`config.mk`:
```
export PLATFORM = sky130hd
export DESIGN_NAME = i3c_multi_agent_bus
export DESIGN_NICKNAME = d
export VERILOG_FILES = /design/src/rtl/i3c_pkg.sv /design/src/rtl/i3c_bus_line_sync.sv /design/src/rtl/i3c_multi_agent_bus.sv
export SDC_FILE = /design/constraint.sdc
export NUM_CORES = 1
export LEC_CHECK = 0
export ABC_AREA = 1
export CAP_MARGIN = 10
export CORE_MARGIN = 5
export CORE_UTILIZATION = 39
export DETAILED_ROUTE_END_ITERATION = 10
export PLACE_DENSITY = 0.73
export SKIP_CTS_REPAIR_TIMING = 1
export SLEW_MARGIN = 20
export SYNTH_ARGS = -nofsm -noshare
export SYNTH_HDL_FRONTEND = slang
export SYNTH_SLANG_ARGS = --single-unit
export TNS_END_PERCENT = 10
```
`constraint.sdc`:
```
create_clock -name clk_i -period 1.7 [get_ports clk_i]
set_input_delay 0.34 -clock clk_i [delete_from_list [all_inputs] [get_ports clk_i]]
set_output_delay 0.34 -clock clk_i [all_outputs]
set_load 0.01 [all_outputs]
```
`src/rtl/i3c_pkg.sv`:
```
// ============================================================================
// Module  : i3c_pkg
// Brief   : Shared types for the I3C multi-agent bus model.
// Revision: 1.0 - initial release
// ============================================================================
`default_nettype none

package i3c_pkg;

  typedef enum logic [0:0] {
    FREE = 1'b0,
    BUSY = 1'b1
  } bus_state_e;

endpackage

`default_nettype wire

```
`src/rtl/i3c_bus_line_sync.sv`:
```
// ============================================================================
// Module  : i3c_bus_line_sync
// Brief   : Reset-to-1 synchroniser chain for one bus line, with edge outputs.
// Revision: 1.0 - initial release
// ============================================================================
`default_nettype none

module i3c_bus_line_sync #(
  parameter int unsigned SyncStages = 2
) (
  input  logic clk_i,
  input  logic rst_ni,
  input  logic line_i,
  output logic sync_o,
  output logic rise_o,
  output logic fall_o
);

  logic [SyncStages-1:0] sync_q, sync_d;
  logic                  prev_q;

  always_comb begin
    sync_d    = sync_q;
    sync_d[0] = line_i;
    for (int i = 1; i < int'(SyncStages); i++) begin
      sync_d[i] = sync_q[i-1];
    end
  end

  always_ff @(posedge clk_i or negedge rst_ni) begin
    if (!rst_ni) begin
      sync_q <= '1;
      prev_q <= 1'b1;
    end else begin
      sync_q <= sync_d;
      prev_q <= sync_q[SyncStages-1];
    end
  end

  assign sync_o = sync_q[SyncStages-1];
  assign rise_o = sync_q[SyncStages-1] & ~prev_q;
  assign fall_o = ~sync_q[SyncStages-1] & prev_q;

endmodule

`default_nettype wire

```
`src/rtl/i3c_multi_agent_bus.sv`:
```
// ============================================================================
// Module  : i3c_multi_agent_bus
// Brief   : Open-drain SCL/SDA resolution for N agents plus bus-condition,
//           idle-timing, contention and arbitration-loss monitoring.
// Revision: 1.0 - initial release
// ============================================================================
`default_nettype none

module i3c_multi_agent_bus
  import i3c_pkg::*;
#(
  parameter int unsigned NumAgents    = 2,
  parameter int unsigned SyncStages   = 2,
  parameter int unsigned TimerWidth   = 16,
  parameter int unsigned ContCntWidth = 8
) (
  input  logic                    clk_i,
  input  logic                    rst_ni,
  input  logic [NumAgents-1:0]    agent_scl_i,
  input  logic [NumAgents-1:0]    agent_scl_en_i,
  input  logic [NumAgents-1:0]    agent_sda_i,
  input  logic [NumAgents-1:0]    agent_sda_en_i,
  output logic                    scl_o,
  output logic                    sda_o,
  output logic                    scl_sync_o,
  output logic                    sda_sync_o,
  input  logic [TimerWidth-1:0]   t_buf_i,
  input  logic [TimerWidth-1:0]   t_idle_i,
  output logic                    start_det_o,
  output logic                    rstart_det_o,
  output logic                    stop_det_o,
  output logic                    bus_busy_o,
  output logic                    bus_free_o,
  output logic                    bus_idle_o,
  output logic                    event_contention_o,
  output logic [ContCntWidth-1:0] contention_cnt_o,
  input  logic                    contention_cnt_clr_i,
  output logic [NumAgents-1:0]    arb_lost_o
);

  logic scl_sync, scl_rise, scl_fall;
  logic sda_sync, sda_rise, sda_fall;
  logic scl_held_high, start_cond, stop_cond, contention_raw;

  bus_state_e              state_q, state_d;
  logic                    start_q, start_d, rstart_q, rstart_d, stop_q, stop_d;
  logic [TimerWidth-1:0]   idle_cnt_q, idle_cnt_d;
  logic                    cont_q, cont_d;
  logic [ContCntWidth-1:0] cont_cnt_q, cont_cnt_d;
  logic [NumAgents-1:0]    arb_cond_q, arb_cond_d, arb_q, arb_d;

  // Wired-AND with pull-up: any enabled agent driving 0 wins.
  assign scl_o = ~|(agent_scl_en_i & ~agent_scl_i);
  assign sda_o = ~|(agent_sda_en_i & ~agent_sda_i);

  assign contention_raw =
      (|(agent_scl_en_i & agent_scl_i) & |(agent_scl_en_i & ~agent_scl_i)) |
      (|(agent_sda_en_i & agent_sda_i) & |(agent_sda_en_i & ~agent_sda_i));

  i3c_bus_line_sync #(.SyncStages(SyncStages)) u_scl_sync (
    .clk_i  (clk_i),
    .rst_ni (rst_ni),
    .line_i (scl_o),
    .sync_o (scl_sync),
    .rise_o (scl_rise),
    .fall_o (scl_fall)
  );

  i3c_bus_line_sync #(.SyncStages(SyncStages)) u_sda_sync (
    .clk_i  (clk_i),
    .rst_ni (rst_ni),
    .line_i (sda_o),
    .sync_o (sda_sync),
    .rise_o (sda_rise),
    .fall_o (sda_fall)
  );

  // SCL high now and in the previous cycle (no SCL edge this cycle).
  assign scl_held_high = scl_sync & ~scl_rise & ~scl_fall;
  assign start_cond    = sda_fall & scl_held_high;
  assign stop_cond     = sda_rise & scl_held_high;

  always_comb begin
    state_d  = state_q;
    start_d  = 1'b0;
    rstart_d = 1'b0;
    stop_d   = 1'b0;
    if (start_cond) begin
      start_d  = (state_q == FREE);
      rstart_d = (state_q == BUSY);
      state_d  = BUSY;
    end else if (stop_cond) begin
      stop_d  = 1'b1;
      state_d = FREE;
    end

    idle_cnt_d = idle_cnt_q;
    if ((state_q == BUSY) || !scl_sync || !sda_sync) begin
      idle_cnt_d = '0;
    end else if (!(&idle_cnt_q)) begin
      idle_cnt_d = idle_cnt_q + 1'b1;
    end

    cont_d     = contention_raw;
    cont_cnt_d = cont_cnt_q;
    if (contention_cnt_clr_i) begin
      cont_cnt_d = '0;
    end else if (cont_q && !(&cont_cnt_q)) begin
      cont_cnt_d = cont_cnt_q + 1'b1;
    end

    // Agent expects SDA high (driving 1, or released while clocking) yet SDA is low.
    for (int i = 0; i < int'(NumAgents); i++) begin
      arb_cond_d[i] = ((agent_sda_en_i[i] & agent_sda_i[i]) |
                       (~agent_sda_en_i[i] & agent_scl_en_i[i])) & ~sda_o & scl_o;
    end
    arb_d = arb_cond_d & ~arb_cond_q;
  end

  always_ff @(posedge clk_i or negedge rst_ni) begin
    if (!rst_ni) begin
      state_q    <= FREE;
      start_q    <= 1'b0;
      rstart_q   <= 1'b0;
      stop_q     <= 1'b0;
      idle_cnt_q <= '0;
      cont_q     <= 1'b0;
      cont_cnt_q <= '0;
      arb_cond_q <= '0;
      arb_q      <= '0;
    end else begin
      state_q    <= state_d;
      start_q    <= start_d;
      rstart_q   <= rstart_d;
      stop_q     <= stop_d;
      idle_cnt_q <= idle_cnt_d;
      cont_q     <= cont_d;
      cont_cnt_q <= cont_cnt_d;
      arb_cond_q <= arb_cond_d;
      arb_q      <= arb_d;
    end
  end

  assign scl_sync_o         = scl_sync;
  assign sda_sync_o         = sda_sync;
  assign start_det_o        = start_q;
  assign rstart_det_o       = rstart_q;
  assign stop_det_o         = stop_q;
  assign bus_busy_o         = (state_q == BUSY);
  assign bus_free_o         = (idle_cnt_q >= t_buf_i);
  assign bus_idle_o         = (idle_cnt_q >= t_idle_i);
  assign event_contention_o = cont_q;
  assign contention_cnt_o   = cont_cnt_q;
  assign arb_lost_o         = arb_q;

endmodule

`default_nettype wire

```
==> impl_metrics.prom, run 1 <==
# TYPE chip_impl_metric gauge
chip_impl_info{name="run_status",value="finished with violations"} 1
chip_impl_info{name="failing_checks",value="negative setup slack"} 1
chip_impl_metric{name="route.detailed.drc",unit=""} 0
chip_impl_metric{name="tightest_slew",unit="ns"} 0.393
chip_impl_metric{name="clk_pin_slew",unit="ns"} 0.07
chip_impl_metric{name="async_flop_share",unit="%"} 100
chip_impl_info{name="prevailing_post_synth_register_cell",value="sky130_fd_sc_hd__dfrtp_1"} 1
chip_impl_metric{name="floorplan.initialDensity",unit="%"} 40.4
chip_impl_metric{name="finalWorstSetupSlack",unit="ns"} -0.397
chip_impl_metric{name="place.detailed.hpwl",unit="mm"} 5.24
chip_impl_metric{name="num_vias",unit=""} 2805
chip_impl_metric{name="hold-path-cell-count",unit=""} 0
chip_impl_metric{name="report.final.hold_viol_count",unit=""} 0
chip_impl_metric{name="slew_headroom",unit="%"} 73.8
chip_impl_info{name="grt_setup_unrepaired",value="yes"} 1
chip_impl_metric{name="post_route_cells_drive_above_1_share",unit="%"} 28.1
chip_impl_metric{name="maximum_number_of_pins_on_one_net_before_global_route_repair",unit=""} 25
chip_impl_metric{name="yosys_warnings",unit=""} 0
chip_impl_metric{name="cts_buffer_depth",unit=""} 2
chip_impl_info{name="layout_commonest_cell",value="sky130_fd_sc_hd__nand2_1"} 1
chip_impl_metric{name="route.detailed.vias_per_inst",unit=""} 4.93
chip_impl_metric{name="clock_sink_count",unit=""} 39
chip_impl_metric{name="worst_r2r_path_depth",unit=""} 8
chip_impl_metric{name="syn_avg_cell_area",unit="um2"} 7.41
chip_impl_metric{name="overflow",unit=""} 0
chip_impl_metric{name="timing.final.setup_violations",unit=""} 2
chip_impl_metric{name="placementRows",unit=""} 30
chip_impl_metric{name="peakVddDrop",unit="mV"} 0.495
chip_impl_metric{name="wl_per_cell",unit="um"} 13.1
chip_impl_metric{name="port_buffers",unit=""} 63
chip_impl_metric{name="multiInputGateArea",unit="mm2"} 0.00190
chip_impl_info{name="setup.worst_path.start_class",value="input pin"} 1
chip_impl_metric{name="regArea",unit="um2"} 995
chip_impl_metric{name="layout.filler_cells",unit=""} 573
chip_impl_metric{name="area_delta_synth_final",unit="%"} 56.7
chip_impl_metric{name="detailedRoute.firstIterationViolations",unit=""} 77
chip_impl_metric{name="timing.final.crit_share",unit="%"} 123
chip_impl_metric{name="first_pass_detailed_route_iteration_total",unit=""} 4
chip_impl_info{name="worst_setup_path_end_kind",value="primary output"} 1
chip_impl_info{name="clockRootBuffer",value="sky130_fd_sc_hd__clkbuf_8"} 1
chip_impl_metric{name="reg2reg_setup_slack",unit="ns"} 0.06
chip_impl_metric{name="syn_area",unit="mm2"} 0.00276
chip_impl_metric{name="antenna_cells_inserted",unit=""} 0
chip_impl_metric{name="io_pins",unit=""} 64
chip_impl_info{name="hold_path_end",value="u_sda_sync.sync_q[1]"} 1
chip_impl_metric{name="finalInstanceArea",unit="mm2"} 0.00433
chip_impl_info{name="cp_slowest_cell",value="sky130_fd_sc_hd__clkdlybuf4s50_1"} 1
chip_impl_info{name="cp_common_cell",value="sky130_fd_sc_hd__nand2_1"} 1
chip_impl_metric{name="ys_seq_area_share",unit="%"} 35.6
chip_impl_metric{name="grt.total_usage",unit="%"} 15.7
chip_impl_metric{name="first_pass_grt_wire_length",unit="mm"} 11.4
chip_impl_metric{name="drt-total-wl",unit="mm"} 7.44
chip_impl_metric{name="power.static_leakage",unit="nW"} 2.31
chip_impl_metric{name="area_of_the_die",unit="mm2"} 0.00887
chip_impl_metric{name="p_per_area",unit="mW/mm2"} 559
chip_impl_info{name="synth.area.top_cells",value="sky130_fd_sc_hd__dfrtp_1 30%, sky130_fd_sc_hd__ha_1 15%, sky130_fd_sc_hd__nand2_1 14%"} 1
chip_impl_metric{name="finClkSkew",unit="ns"} 0.00705
chip_impl_metric{name="crit_path_max_fanout",unit=""} 1
chip_impl_metric{name="worst_hold_slack",unit="ns"} 0.358
chip_impl_metric{name="source_to_sink_clock_delay_at_the_later_pin_of_the_worst_skew_pair",unit="ns"} 0.29
chip_impl_metric{name="cap_violations",unit=""} 0
chip_impl_metric{name="timing_max_transition_violations_final",unit=""} 0
chip_impl_info{name="tritoncts",value="done"} 1
chip_impl_metric{name="slowest_delay",unit="ns"} 0.46
chip_impl_metric{name="cp_data_required_time",unit="ns"} 1.36
chip_impl_metric{name="detailed_place.area",unit="mm2"} 0.00371
chip_impl_info{name="synth_area_leader_cell",value="sky130_fd_sc_hd__dfrtp_1"} 1
chip_impl_metric{name="grt_pass1_vias",unit=""} 2805
chip_impl_info{name="crit_type",value="in -> out"} 1
chip_impl_info{name="min_from",value="u_sda_sync.sync_q[0]"} 1
chip_impl_metric{name="die_h",unit="um"} 94.2
chip_impl_metric{name="period_minus_slack",unit="ns"} 2.10
chip_impl_metric{name="ctsHtreeMaxLevel",unit=""} 2
chip_impl_metric{name="post_synth_inst_count",unit=""} 373
chip_impl_metric{name="synth_cell_types",unit=""} 28
chip_impl_metric{name="timing.critical_path.arrival",unit="ns"} 1.76
chip_impl_info{name="rr_startpoint",value="idle_cnt_q[0]"} 1
chip_impl_metric{name="ys_ff_latch",unit=""} 39
chip_impl_metric{name="postSynthNetCount",unit=""} 450
chip_impl_metric{name="cts_buffers",unit=""} 5
chip_impl_info{name="crit_chain",value="clkdlybuf4s50_1, inv_1, ha_1, nand2_1, inv_1, nor2_1, o21a_1, nand2_1, nand2_1, nand2_1, buf_2"} 1
chip_impl_info{name="most_frequent_cells_in_the_layout",value="98 x sky130_fd_sc_hd__nand2_1, 44 x sky130_fd_sc_hd__inv_1, 33 x sky130_fd_sc_hd__clkdlybuf4s50_1"} 1
chip_impl_metric{name="maxClockFrequency",unit="GHz"} 0.477
chip_impl_metric{name="synth_largest_type_area_fraction",unit="%"} 29.9
chip_impl_metric{name="die_w",unit="um"} 94.2
chip_impl_metric{name="core-area",unit="mm2"} 0.00683
chip_impl_info{name="worst_hold_path_type",value="reg -> reg"} 1
chip_impl_info{name="timing.rr.end",value="idle_cnt_q[12]"} 1
chip_impl_metric{name="finalNetCount",unit=""} 549
chip_impl_metric{name="gp_congestion",unit=""} 0.827
chip_impl_metric{name="count_of_flip_flops_with_a_built_in_enable_after_synthesis",unit=""} 0
chip_impl_metric{name="ant_nets",unit=""} 0
chip_impl_metric{name="grt_antenna_before_repair",unit=""} 0
[cell usage after synthesis (2+ instances only)]
cell type	instances
sky130_fd_sc_hd__nor2_1	30
sky130_fd_sc_hd__dfstp_2	6
sky130_fd_sc_hd__ha_1	34
sky130_fd_sc_hd__nand4_1	14
sky130_fd_sc_hd__nand3_1	29
sky130_fd_sc_hd__a22o_1	2
sky130_fd_sc_hd__o22ai_1	2
sky130_fd_sc_hd__o21bai_1	4
sky130_fd_sc_hd__dfrtp_1	33
sky130_fd_sc_hd__or2_2	6
sky130_fd_sc_hd__o21ai_0	9
sky130_fd_sc_hd__a21oi_1	14
sky130_fd_sc_hd__nand2_1	104
sky130_fd_sc_hd__inv_1	66
sky130_fd_sc_hd__o21a_1	2
sky130_fd_sc_hd__nor3_1	6
[per-layer routing]
metal	vias up	wire length [um]	track usage (%)
li1	1405	-	-
met1	1297	2960	17.8
met2	85	3770	28.4
met3	18	520	4.89
met4	0	183	4.33
met5	-	0	0
[critical path, delay by kind of cell]
kind / cells / cell delay [ns]
AOI/OAI and AO/OA: 1 / 0.13
adders and majority gates: 1 / 0.21
buffers and inverters: 4 / 0.70
and+or+nand+nor: 5 / 0.37
[cell type report]
class	count	area share, %
Multi-Input combinational cell	266	44.0
Timing Repair Buffer	94	21.5
Sequential cell	39	23.0
Clock inverter	2	1.39
Clock buffer	6	1.68
Inverter	66	5.72
Tap cell	96	2.77
[sequential cells by signal, summed over array words and instances (netlist names), 2 cells and up]
name	cells
arb_cond_q	2
arb_lost_o	2
contention_cnt_o	8
idle_cnt_q	16
u_scl_sync.sync_q	2
u_sda_sync.sync_q	2
[where the power goes]
part	total, mW	internal [mW]	switching [mW]	leakage [nW]
clock network	0.910	0.587	0.323	0.0654
registers	1.01	0.976	0.0326	0.501
logic	0.504	0.264	0.240	1.75
[through the flow]
step                      TNS (ns)  power (mW)  cells  worst slack (ns)  util (%)
after floorplan                  0        1.19    373             0.200         -
after global placement       -2.05        1.45    558            -0.764      54.4
after detailed placement     -2.12        1.46    558            -0.787      54.4
after CTS                    -2.28        2.39    566            -0.788      56.3
after global routing         -1.02        2.56    569            -0.465      63.4
final                       -0.718        2.42    569            -0.397      63.4
[worst max-delay path by stage]
stage | from | cells past startpoint | to | slack, ns
2_1_floorplan | idle_cnt_q[3] | 7 | bus_idle_o | 0.20
3_3_place_gp | t_idle_i[3] | 12 | bus_idle_o | -0.76
3_5_place_dp | t_idle_i[3] | 12 | bus_idle_o | -0.79
4_1_cts | t_idle_i[3] | 12 | bus_idle_o | -0.79
5_1_grt | t_buf_i[6] | 11 | bus_free_o | -0.46
6_report | t_buf_i[6] | 11 | bus_free_o | -0.40
[logic make-up after synthesis]
group           synth area share, %
flops                          35.6
xor+xnor                      0.317
simple gates                   31.7
compound gates                 7.47
fa+ha+maj                      15.4
buf+inv                        9.56
Power figures use the tool's default switching activity.
==> run 2, diff against run 1 <==
--- a/config.mk
+++ b/config.mk
@@ -8,10 +8,11 @@
 export ABC_AREA = 1
 export CAP_MARGIN = 10
 export CORE_MARGIN = 5
-export CORE_UTILIZATION = 39
+export CORE_UTILIZATION = 51
 export DETAILED_ROUTE_END_ITERATION = 10
-export PLACE_DENSITY = 0.73
+export PLACE_DENSITY = 0.89
 export SKIP_CTS_REPAIR_TIMING = 1
+export SKIP_LAST_GASP = 1
 export SLEW_MARGIN = 20
 export SYNTH_ARGS = -nofsm -noshare
 export SYNTH_HDL_FRONTEND = slang
==> impl_metrics.prom, run 2 (synthesis gave the netlist of run 1 again) <==
# TYPE chip_impl_metric gauge
chip_impl_metric{name="flip_flop_count_of_the_largest_register_after_layout",unit=""} 16
chip_impl_metric{name="power.static_leakage",unit="nW"} 2.24
chip_impl_metric{name="peakVddDrop",unit="mV"} 0.513
chip_impl_metric{name="met3_length",unit="um"} 592
chip_impl_metric{name="timing.final.crit_share",unit="%"} 125
chip_impl_metric{name="finClkSkew",unit="ns"} 0.00416
chip_impl_metric{name="io_pins",unit=""} 64
chip_impl_info{name="crit_type",value="reg -> out"} 1
chip_impl_metric{name="finalInstanceArea",unit="mm2"} 0.00421
chip_impl_metric{name="maxClockFrequency",unit="GHz"} 0.472
chip_impl_info{name="grt_setup_unrepaired",value="yes"} 1
chip_impl_metric{name="timing.final.setup_violations",unit=""} 6
chip_impl_metric{name="area_delta_synth_final",unit="%"} 52.4
chip_impl_metric{name="drt-total-wl",unit="mm"} 8.59
chip_impl_metric{name="first_pass_grt_wire_length",unit="mm"} 11.9
chip_impl_info{name="clockRootBuffer",value="sky130_fd_sc_hd__clkbuf_8"} 1
chip_impl_metric{name="clk_pin_slew",unit="ns"} 0.08
chip_impl_metric{name="maximum_number_of_pins_on_one_net_before_global_route_repair",unit=""} 40
chip_impl_metric{name="ant_nets",unit=""} 0
chip_impl_metric{name="source_to_sink_clock_delay_at_the_later_pin_of_the_worst_skew_pair",unit="ns"} 0.29
chip_impl_metric{name="reg2reg_setup_slack",unit="ns"} 0.03
chip_impl_metric{name="antenna_cells_inserted",unit=""} 0
chip_impl_metric{name="post_route_cells_drive_above_1_share",unit="%"} 27.9
chip_impl_metric{name="port_buffers",unit=""} 63
chip_impl_info{name="failing_checks",value="negative setup slack"} 1
chip_impl_metric{name="die_h",unit="um"} 83.6
chip_impl_metric{name="place.detailed.hpwl",unit="mm"} 5.29
chip_impl_metric{name="slowest_delay",unit="ns"} 0.46
chip_impl_metric{name="slew_headroom",unit="%"} 67.6
chip_impl_metric{name="setup_slack_at_placement",unit="ns"} -0.773
chip_impl_metric{name="finalNetCount",unit=""} 546
chip_impl_metric{name="detailed_place.area",unit="mm2"} 0.00366
chip_impl_info{name="crit_chain",value="ha_4, nand4_1, nor3_2, nand2_1, nand2_1, buf_2"} 1
chip_impl_info{name="layout_commonest_cell",value="sky130_fd_sc_hd__nand2_1"} 1
chip_impl_info{name="worst_hold_path_type",value="in -> async"} 1
chip_impl_metric{name="cts_buffer_depth",unit=""} 2
chip_impl_metric{name="p_per_area",unit="mW/mm2"} 513
chip_impl_info{name="timing.critical_path.from",value="idle_cnt_q[13]"} 1
chip_impl_metric{name="overflow",unit=""} 0
chip_impl_metric{name="worst_hold_slack",unit="ns"} 0.0942
chip_impl_metric{name="gp_congestion",unit=""} 0.918
chip_impl_metric{name="wire_length_on_met1",unit="mm"} 3.30
chip_impl_metric{name="area_of_the_die",unit="mm2"} 0.00699
chip_impl_metric{name="cap_violations",unit=""} 0
chip_impl_metric{name="crit_path_max_fanout",unit=""} 3
chip_impl_metric{name="detailroute.wirelength.met2",unit="mm"} 4.43
chip_impl_metric{name="route.detailed.drc",unit=""} 0
chip_impl_metric{name="first_pass_detailed_route_iteration_total",unit=""} 5
chip_impl_metric{name="total_power_of_the_final_layout",unit="mW"} 2.16
chip_impl_metric{name="core-area",unit="mm2"} 0.00517
chip_impl_metric{name="tightest_slew",unit="ns"} 0.486
chip_impl_metric{name="num_vias",unit=""} 2992
chip_impl_info{name="tritoncts",value="done"} 1
chip_impl_info{name="cp_common_cell",value="sky130_fd_sc_hd__nand2_1"} 1
chip_impl_info{name="worst_setup_path_end_kind",value="primary output"} 1
chip_impl_metric{name="cts_buffers",unit=""} 5
chip_impl_metric{name="finalWorstSetupSlack",unit="ns"} -0.418
chip_impl_info{name="cp_slowest_cell",value="sky130_fd_sc_hd__dfrtp_2"} 1
chip_impl_metric{name="timing_max_transition_violations_final",unit=""} 0
chip_impl_info{name="setup.worst_path.start_class",value="flip-flop"} 1
chip_impl_metric{name="fin_util",unit="%"} 81.4
chip_impl_metric{name="grt_antenna_before_repair",unit=""} 0
chip_impl_metric{name="wl_per_cell",unit="um"} 15.9
chip_impl_metric{name="floorplan.initialDensity",unit="%"} 53.4
chip_impl_metric{name="ctsHtreeMaxLevel",unit=""} 2
chip_impl_info{name="run_status",value="finished with violations"} 1
chip_impl_metric{name="die_w",unit="um"} 83.6
chip_impl_metric{name="grt.total_usage",unit="%"} 19.6
chip_impl_info{name="critPathTopFamily",value="simple AND/OR/NAND/NOR gates"} 1
chip_impl_info{name="most_frequent_cells_in_the_layout",value="97 x sky130_fd_sc_hd__nand2_1, 43 x sky130_fd_sc_hd__inv_1, 37 x sky130_fd_sc_hd__clkdlybuf4s50_1"} 1
chip_impl_metric{name="grt_pass1_vias",unit=""} 2815
chip_impl_info{name="highest-signal-layer",value="met4"} 1
chip_impl_metric{name="placementRows",unit=""} 26
chip_impl_info{name="regMostFlops",value="idle_cnt_q"} 1
chip_impl_metric{name="count_of_buffering_cells_on_the_critical_path_with_inverters_included",unit=""} 1
chip_impl_info{name="rr_startpoint",value="idle_cnt_q[1]"} 1
chip_impl_metric{name="timing.critical_path.arrival",unit="ns"} 1.78
chip_impl_metric{name="route.detailed.vias_per_inst",unit=""} 5.54
chip_impl_metric{name="period_minus_slack",unit="ns"} 2.12
chip_impl_metric{name="report.final.hold_viol_count",unit=""} 0
chip_impl_metric{name="cp_data_required_time",unit="ns"} 1.36
chip_impl_metric{name="clock_sink_count",unit=""} 39
chip_impl_metric{name="detailedRoute.firstIterationViolations",unit=""} 184
## run 2: cell count changes in the layout (fill, tap and decap cells not counted), sizes merged
cell / delta
clkdlybuf4s50: +4
dlymetal6s2s: -4
buf: -2
bufinv: -2
clkinv: +2
clkbuf: -1
clkinvlp: +1
dlygate4sd3: -1
## run 2: final cells by class
cell class | instances | area (um2)
Fill cell | 320 | 962
Timing Repair Buffer | 91 | 883
Inverter | 66 | 248
Tap cell | 70 | 87.6
Multi-Input combinational cell | 266 | 1910
Sequential cell | 39 | 991
Clock inverter | 3 | 25.0
Clock buffer | 5 | 68.8
## run 2: path summary, 6_finish.rpt
kind / depth (start not counted) / endpoint
setup / recovery: 6 / bus_free_o
hold / removal: 2 / contention_cnt_o[6]
setup reg to reg: 6 / idle_cnt_q[7]
hold reg to reg: 0 / u_scl_sync.sync_q[1]
max in group asynchronous: 2 / idle_cnt_q[1]
min in group clk_i: 0 / u_scl_sync.sync_q[1]
## run 2: metrics by stage
stage                     instances  setup TNS, ns
after floorplan                 373              0
after global placement          531          -2.00
after detailed placement        531          -2.13
after CTS                       539          -2.28
after global routing            540          -3.27
final                           540          -1.44
## run 2: per-layer routing
| layer | vias up | track usage (%) |
|---|---|---|
| met3 | 25 | 4.64 |
| met2 | 145 | 34.3 |
| met4 | 0 | 3.65 |
| li1 | 1407 | - |
| met5 | - | 0 |
| met1 | 1415 | 24.8 |
## run 2: power by group
| part | internal, mW | switching, mW | total (mW) |
|---|---|---|---|
| registers | 0.976 | 0.0357 | 1.01 |
| clock network | 0.293 | 0.348 | 0.641 |
| logic | 0.259 | 0.249 | 0.509 |
| total | 1.53 | 0.633 | 2.16 |
==> patch, RTL diff (flow settings as in run 1) <==
The output `arb_lost_o` loses its register stage (`arb_q` becomes a continuous assignment).
--- a/src/rtl/i3c_multi_agent_bus.sv
+++ b/src/rtl/i3c_multi_agent_bus.sv
@@ -127,7 +127,6 @@
       cont_q     <= 1'b0;
       cont_cnt_q <= '0;
       arb_cond_q <= '0;
-      arb_q      <= '0;
     end else begin
       state_q    <= state_d;
       start_q    <= start_d;
@@ -137,9 +136,10 @@
       cont_q     <= cont_d;
       cont_cnt_q <= cont_cnt_d;
       arb_cond_q <= arb_cond_d;
-      arb_q      <= arb_d;
     end
   end
+
+  assign arb_q = arb_d;
 
   assign scl_sync_o         = scl_sync;
   assign sda_sync_o         = sda_sync;
Function: changed (Yosys sat finds a counterexample within 4 cycles, from zero or initial values and one cycle with rst_ni low).
==> patch against run 1 <==
  * The run still ends with negative setup slack left
  * Total power fell by 9.6%
  * Wire length fell by 4.5%
  * Worst hold slack got worse by 0.36 ns
  * Sequential cell count fell by 2
  * Setup slack improved by 0.059 ns
  * Synthesized area fell by 1.3%
  * Cell area fell by 3.5%
  * Global-route usage fell by 1.0 points
  * Maximum frequency rose by 2.9%
  * Critical path type unchanged
  * Critical endpoint is now bus_idle_o
  * Largest cell class unchanged
  * Highest routed layer unchanged
==> patch: results (changes against run 1) <==
- Synth warn: 0 (unchanged)
- LEAKAGE: 2.21 nW (-4.3%)
- Sum Neg Setup Slack: -0.937 ns (-0.220 ns)
- Critical path peak fanout: 2 (+1)
- First-pass GRT wire length: 10.6 mm (-6.4%)
- Antenna diode count: 0 (unchanged)
- Layout Nets: 541 (-1.5%)
- WL per Instance: 12.7 um (-3.0%)
- Final-report setup violation count: 6 (+4)
- Fraction of layout cells with a size suffix above 1: 27.8% (-0.32 points)
- H-tree Lvls: 2 (unchanged)
- Violated checks: negative setup slack
- Int Pwr: 1.61 mW (-12%)
- Synth unique cells: 31 (+11%)
- Slew margin rel.: 68.6% (-5.2 points)
- Clock skew: 0.00304 ns (-0.00401 ns)
- Iter 0 DRT Violations: 168 (+120%)
- Clock transition at the registers of the reported paths: 0.07 ns (about the same)
- Asr flop ratio synth: 100% (unchanged)
- GRT Overall Usage: 14.7% (-1.0 points)
- Final GP Congestion: 0.906 (+9.6%)
- Outcome: finished, violations left
- Peak supply drop: 0.000554 V (+12%)
- Bufs on Longest Clock Path: 2 (unchanged)
- DR pass1 iterations: 4 (unchanged)
- Vias: 2,724 (-2.9%)
- Vias in the first global route: 2,520 (-10%)
- HP Class: input port to async pin
- Syn Nets: 443 (-1.6%)
- Largest net degree at the start of global routing: 21 (-16%)
- Initial antenna violation count: 0 (unchanged)
- DP HPWL: 5.26 mm (+0.31%)
- Final WS setup: -0.338 ns (+0.0586 ns)
- Post-synth top cells: nand2_1 (99), inv_1 (62), ha_1 (34), dfrtp_1 (31), nor2_1 (27)
- Register area share after synthesis: 34.2% (-1.4 points)
- Synth top area cells: dfrtp_1 (28%), ha_1 (16%), nand2_1 (14%), inv_1 (8.5%), dfstp_2 (5.8%)
## patch: metal layers
metal / up-vias / global-route usage, % / share of wire (%)
met1: 1269 / 17.6 / 41
li1: 1382 / - / -
met5: - / 0 / 0
met3: 13 / 2.82 / 5.2
met4: 0 / 2.89 / 1.4
met2: 60 / 27.4 / 52
## patch: kinds of logic after synthesis
kind of cell	share of synthesized area (%)
compound gates	8.26
fa+ha+maj	15.6
simple gates	32.0
flops	34.2
xor+xnor	0.642
buf+inv	9.27
## patch: path summary, 6_finish.rpt
kind	end	startpoint	slack, ns	cells past startpoint
max in group asynchronous	idle_cnt_q[11]	rst_ni	1.23	2
worst min-delay path	contention_cnt_o[4]	rst_ni	0.003	1
worst min register to register	u_scl_sync.sync_q[1]	u_scl_sync.sync_q[0]	0.36	0
worst max register to register	idle_cnt_q[14]	idle_cnt_q[1]	0.12	9
worst max-delay path	bus_idle_o	t_idle_i[1]	-0.34	12
min in group clk_i	u_scl_sync.sync_q[1]	u_scl_sync.sync_q[0]	0.36	0
## patch: power groups by stage
stage / clock [mW] / sequential [mW] / combinational, mW
after detailed placement: 0 / 0.973 / 0.458
final: 0.730 / 0.959 / 0.502
after CTS: 0.745 / 0.957 / 0.460
after floorplan: 0 / 0.993 / 0.164
after global placement: 0 / 0.972 / 0.444
after global routing: 0.773 / 0.965 / 0.558
## patch: through the flow
step	setup WS [ns]	area, um^2	hold slack (ns)	instances
finish	-0.338	4180	0.00275	560
global route	-0.430	4180	0.0352	560
CTS	-0.799	3800	0.0165	560
detailed placement	-0.804	3690	0.325	553
global placement	-0.769	3690	0.325	553
floorplan	0.200	2730	0.0444	366
## patch: cell type report
cell class,count,area (um^2)
clock buffer,5,68.8
clock inverter,2,35.0
fill,567,2610
inverter,63,236
multi-input combinational,264,1900
sequential,37,938
tap,96,120
timing repair buffer,93,886
